$ cat config.mk
export PLATFORM = sky130hd
export DESIGN_NAME = dff_reg_arbiter
export DESIGN_NICKNAME = d
export VERILOG_FILES = /design/src/rtl/dff_reg_arbiter_pkg.sv /design/src/rtl/dff_reg_arbiter_rr_pick.sv /design/src/rtl/dff_reg_arbiter.sv
export SDC_FILE = /design/constraint.sdc
export NUM_CORES = 1
export LEC_CHECK = 0
export BUFFER_PORTS_ARGS = -buffer_cell sky130_fd_sc_hd__buf_4
export CELL_PAD_IN_SITES_DETAIL_PLACEMENT = 1
export CELL_PAD_IN_SITES_GLOBAL_PLACEMENT = 1
export CORE_ASPECT_RATIO = 1.75
export CORE_MARGIN = 2
export CORE_UTILIZATION = 37
export DETAILED_ROUTE_END_ITERATION = 8
export PLACE_DENSITY_LB_ADDON = 0.1
export SETUP_SLACK_MARGIN = 0.1
export SLEW_MARGIN = 40
export SYNTH_ARGS = -nofsm -noshare
export SYNTH_HDL_FRONTEND = slang
export SYNTH_HIERARCHICAL = 1
export SYNTH_SLANG_ARGS = --single-unit
$ cat constraint.sdc
create_clock -name clk -period 3.3 [get_ports clk]
set_input_delay 0 -clock clk [delete_from_list [all_inputs] [get_ports clk]]
set_output_delay 0 -clock clk [all_outputs]
set_load 0.1 [all_outputs]
$ cat src/rtl/dff_reg_arbiter_pkg.sv
// Shared definitions for the round-robin register arbiter: state encoding
// and default sizing.
package dff_reg_arbiter_pkg;

    localparam int unsigned N_REQ_DEF = 4;
    localparam int unsigned WIDTH_DEF = 8;
    localparam int unsigned ID_W_DEF  = 2;

    // Code 2'd3 is unused and treated as illegal by the sequencer.
    typedef enum logic [1:0] {
        S_IDLE  = 2'd0,
        S_GRANT = 2'd1,
        S_ACK   = 2'd2
    } state_e;

endpackage

$ cat src/rtl/dff_reg_arbiter_rr_pick.sv
// Combinational round-robin search: first set request after last_id_i,
// wrapping modulo N_REQ (valid for non-power-of-2 N_REQ).
module dff_reg_arbiter_rr_pick
    import dff_reg_arbiter_pkg::*;
#(
    parameter int unsigned N_REQ = N_REQ_DEF,
    parameter int unsigned ID_W  = ID_W_DEF
) (
    input  logic [N_REQ-1:0] req_i,
    input  logic [ID_W-1:0]  last_id_i,
    output logic [ID_W-1:0]  winner_o,
    output logic             found_o
);

    logic [ID_W:0] cand;

    always_comb begin
        winner_o = '0;
        found_o  = 1'b0;
        cand     = '0;
        // One extra bit holds last_id + offset (at most 2*N_REQ-1) before the wrap.
        for (int unsigned off = 1; off <= N_REQ; off++) begin
            cand = {1'b0, last_id_i} + (ID_W+1)'(off);
            if (cand >= (ID_W+1)'(N_REQ)) begin
                cand = cand - (ID_W+1)'(N_REQ);
            end
            if (!found_o && req_i[cand[ID_W-1:0]]) begin
                winner_o = cand[ID_W-1:0];
                found_o  = 1'b1;
            end
        end
    end

endmodule

$ cat src/rtl/dff_reg_arbiter.sv
// Round-robin arbiter and write sequencer for one shared register; grants one
// requester, captures its data slice, then pulses ack/q_valid for one cycle.
module dff_reg_arbiter
    import dff_reg_arbiter_pkg::*;
#(
    parameter int unsigned N_REQ = N_REQ_DEF,
    parameter int unsigned WIDTH = WIDTH_DEF,
    parameter int unsigned ID_W  = ID_W_DEF
) (
    input  logic                   clk,
    input  logic                   reset,
    input  logic [N_REQ-1:0]       req,
    input  logic [N_REQ*WIDTH-1:0] wdata,
    output logic [N_REQ-1:0]       gnt,
    output logic [N_REQ-1:0]       ack,
    output logic [WIDTH-1:0]       q,
    output logic                   q_valid,
    output logic [ID_W-1:0]        last_id,
    output logic                   busy
);

    state_e             state_q;
    logic [ID_W-1:0]    win_q;
    logic [ID_W-1:0]    last_id_q;
    logic [N_REQ-1:0]   gnt_q;
    logic [N_REQ-1:0]   ack_q;
    logic               q_valid_q;
    logic [WIDTH-1:0]   q_q;

    logic [ID_W-1:0]    pick_id;
    logic               pick_found;
    logic               load_en;
    logic [WIDTH-1:0]   slices [N_REQ];

    function automatic logic [N_REQ-1:0] onehot(input logic [ID_W-1:0] idx);
        return {{(N_REQ-1){1'b0}}, 1'b1} << idx;
    endfunction

    for (genvar i = 0; i < N_REQ; i++) begin : g_slice
        assign slices[i] = wdata[i*WIDTH +: WIDTH];
    end

    dff_reg_arbiter_rr_pick #(
        .N_REQ (N_REQ),
        .ID_W  (ID_W)
    ) u_rr_pick (
        .req_i     (req),
        .last_id_i (last_id_q),
        .winner_o  (pick_id),
        .found_o   (pick_found)
    );

    always_ff @(posedge clk or posedge reset) begin
        if (reset) begin
            state_q   <= S_IDLE;
            win_q     <= '0;
            gnt_q     <= '0;
            ack_q     <= '0;
            q_valid_q <= 1'b0;
            last_id_q <= ID_W'(N_REQ - 1);
        end else begin
            case (state_q)
                S_IDLE: begin
                    if (pick_found) begin
                        win_q   <= pick_id;
                        gnt_q   <= onehot(pick_id);
                        state_q <= S_GRANT;
                    end
                end
                S_GRANT: begin
                    // A winner that dropped its request before the write aborts silently.
                    if (req[win_q]) begin
                        ack_q     <= onehot(win_q);
                        q_valid_q <= 1'b1;
                        state_q   <= S_ACK;
                    end else begin
                        gnt_q   <= '0;
                        state_q <= S_IDLE;
                    end
                end
                S_ACK: begin
                    ack_q     <= '0;
                    q_valid_q <= 1'b0;
                    gnt_q     <= '0;
                    last_id_q <= win_q;
                    state_q   <= S_IDLE;
                end
                default: begin
                    ack_q     <= '0;
                    q_valid_q <= 1'b0;
                    gnt_q     <= '0;
                    state_q   <= S_IDLE;
                end
            endcase
        end
    end

    assign load_en = (state_q == S_GRANT) && req[win_q];

    always_ff @(posedge clk or posedge reset) begin
        if (reset) begin
            q_q <= '0;
        end else if (load_en) begin
            q_q <= slices[win_q];
        end
    end

    assign gnt     = gnt_q;
    assign ack     = ack_q;
    assign q       = q_q;
    assign q_valid = q_valid_q;
    assign last_id = last_id_q;
    assign busy    = (state_q != S_IDLE);

    gnt_onehot_a: assert property (@(posedge clk) disable iff (reset) $onehot0(gnt));
    ack_onehot_a: assert property (@(posedge clk) disable iff (reset) $onehot0(ack));
    ack_in_gnt_a: assert property (@(posedge clk) disable iff (reset) (|ack) |-> (ack == gnt));

endmodule

==> out/summary.md <==
- 13.0 µm² — Avg Cell Area, Syn
- 0.08 ns — Clk pin slew, worst setup/hold paths
- 1125 — via count of the first global-routing pass
- 0 — global route overflow
- 0 — post-cts gate resize count
- 30 — post-synth cell types
- flop — type of element launching the critical path
- 193 — Final #Nets
- 578 µm² — area taken by flip-flops and latches
- 0 — antenna fix cells
- 0.722 — final weighted congestion in routability-driven placement
- 0 — Bufs and invs on worst path
- 3 — hold-critical path depth
- 0.00318 mm² — Core Footprint
- 0.00124 mm² — Netlist Area Pre-Place
- 0 — number of slew-limit violations in the final report
- 57 — port bufs
- 27 — row count
- 38.1% — met2 Use GR
- 0 — final antenna-violating net count
- 0 — number of DRC violations after detailed routing
- 0.26 ns — clock insertion delay at the later pin of the skew report
- 1 — H-tree lvl count
- 1.33 ns — final worst-path setup slack
- 12 — maximum fanout encountered on the critical timing path
- 59.7% — part of the cycle the worst path needs
- 0 — total of endpoints with negative setup slack in the final report
- 197 — number of non-filler instances in the completed layout
- 3390 µm — final routed wirelength across all metal layers
- 366 — fill cell instance count of the final layout
- and2_1, nand2_2, a21oi_4, mux2_2 — chain of cells forming the critical path
- 24 — pin count of the biggest net entering global routing
- 58 — io pins
- 17.2 µm — WL/cell
- 4 — WP depth
- flip-flops — cell family with most CP delay
- 0 — Post-CTS Setup Repair Bufs
- 23 — total clock sinks
- 0 ns — setup_tns
- done — clock tree from TritonCTS
- complete, no violations — status
- 192 — dpl cells
- 0 — Max Cap Viol
- 0 — number of antenna violations at the first check in global routing
- 4 — router iterations before antenna repair
- 2.44% — met3 demand-to-capacity share in global routing
- in2reg — Hold Path Class
- 5380 µm — global-route wire length before repair
- 39.2% — initial cell density of the core
- 3 — number of buffers created by CTS
- 6 — warning count from the yosys run
- 55.4% — fraction of the core area covered by cells at the end of the flow
- 19.7% — global-route usage over all layers
- 46.4% — sequential cell area fraction in the yosys report
- 3.45 ns — required time of the critical path
- 616 µm² — multi-input combinational cell area
- flop — kind of end point of the critical path
- 5.30 — detailed-route vias per instance
- 19.8% — met1 routing resource usage after global routing
- 1.33 ns — setup slack at placement
- 0.00386 mm² — Die Footprint
- 96 — Post-Syn Instances
- 508 MHz — maximum clock frequency
- 59.1% — layout cell share with drive strength beyond 1
- 2 — buffer levels on the longest clock path
- 47.9 µm — Die X-Extent
- 23 — FF+latch count, synth
- sky130_fd_sc_hd__dfrtp_1 — Worst path slowest cell
- 0 — final hold violation count
- 2.12 ns — CP Data Arrival Time
- 100% — share of flip-flops with an asynchronous set or reset after synthesis
- 134 — net count after synthesis
- 4 — Worst R2R Path Depth
- 0 — Post-synth EDFFs
- 41.2% — growth of design area from synthesis to finish
- 2730 µm — post-detailed-placement half-perimeter wirelength
- 1044 — via total after detailed routing
- sky130_fd_sc_hd__dfrtp_1 — flip-flop cell with the highest count after synthesis
- sky130_fd_sc_hd__clkbuf_8 — CTS Root Cell
- 0.00196 ns — Layout Skew
- 1 — number of buffers inserted by hold repair at cts
- 3 — number of design-rule violations left by the first detailed-router iteration
- met2 — most utilized layer in the global route result
- false — setup repair after global routing missed its margin
- 1.97 ns — final worst path period need
- 59.0% — Rel. slew slack
- 80.7 µm — vertical extent of the die
- reg2reg — critical path class
- 0.73 ns — delay of the slowest cell on the worst path
- 0.615 ns — actual transition at the worst max-transition pin
-- sequential cells by signal (all words and copies together), names as in the netlist --
name and flops:
ack 4, last_id 2, state_q 2, q 8, gnt 4, q_valid 1
win_q 2
-- per-layer routing --
metal | up-vias | share of wire (%)
li1 | 468 | -
met1 | 538 | 31
met2 | 34 | 63
met3 | 4 | 4.9
met4 | 0 | 1.0
met5 | - | 0
-- kinds of logic (layout without fill, tap and decap cells) --
| family | Yosys count | after routing | synth area share (%) |
|---|---|---|---|
| buf+inv | 11 | 69 | 4.12 |
| compound gates | 16 | 16 | 12.8 |
| flops | 23 | 23 | 46.4 |
| mux | 22 | 22 | 27.6 |
| simple gates | 24 | 24 | 9.05 |
-- cell type report --
class | instances | share of cell area [%]
Timing Repair Buffer | 58 | 24.9
Clock buffer | 3 | 2.35
Tap cell | 43 | 3.06
Multi-Input combinational cell | 62 | 35.0
Sequential cell | 23 | 32.9
Inverter | 7 | 1.49
Clock inverter | 1 | 0.285
-- through the flow --
stage          instance area, µm²  hold slack [ns]
2_1_floorplan                1240         0.000441
3_3_place_gp                 1700            0.217
3_5_place_dp                 1700           0.0612
4_1_cts                      1760            0.194
5_1_grt                      1760            0.183
6_report                     1760            0.189
-- synth_stat cells, types with 2 or more instances --
master | count | area share (%)
sky130_fd_sc_hd__dfstp_2 | 2 | 4.2
sky130_fd_sc_hd__nor2_1 | 6 | 1.8
sky130_fd_sc_hd__buf_2 | 2 | 0.80
sky130_fd_sc_hd__nand2_1 | 9 | 2.7
sky130_fd_sc_hd__mux2_2 | 11 | 9.9
sky130_fd_sc_hd__o32ai_1 | 4 | 2.8
sky130_fd_sc_hd__mux2_4 | 2 | 2.4
sky130_fd_sc_hd__mux4_2 | 8 | 14
sky130_fd_sc_hd__nand2b_1 | 4 | 2.0
sky130_fd_sc_hd__inv_1 | 7 | 2.1
sky130_fd_sc_hd__a21oi_1 | 2 | 0.80
sky130_fd_sc_hd__dfrtp_1 | 21 | 42
-- worst register-to-register path, cell delays in order (launching register included) --
cell and delay [ns]:
sky130_fd_sc_hd__dfrtp_1 0.73, sky130_fd_sc_hd__and2_1 0.30, sky130_fd_sc_hd__nand2_2 0.12, sky130_fd_sc_hd__a21oi_4 0.34
sky130_fd_sc_hd__mux2_2 0.38
-- final timing paths --
check,start,endpoint,slack (ns)
worst min-delay path,wdata[1],q[1],0.19
worst max-delay path,win_q[0],q[6],1.33
worst max register to register,win_q[0],q[6],1.33
min in group asynchronous,reset,q[4],0.32
max in group asynchronous,reset,last_id[1],2.63
worst min register to register,gnt[0],gnt[0],0.49
-- cell usage in the layout (no fill, tap or decap), drive strengths merged --
cell type    count
nor2b            1
clkbuf           3
nor3             1
a21oi            4
o32ai            4
a22o             2
mux4             8
a21o             1
dlygate4sd3      1
a32o             1
a31oi            1
nor2             6
dfstp            2
nand2           10
nand2b           4
and2             1
o221ai           1
inv              7
dfrtp           21
mux2i            1
o2bb2ai          2
and2b            1
buf             57
mux2            13
clkinv           1
Power is not shown: default switching activity piles up to over one toggle a cycle in this logic, so the estimate is an artifact.
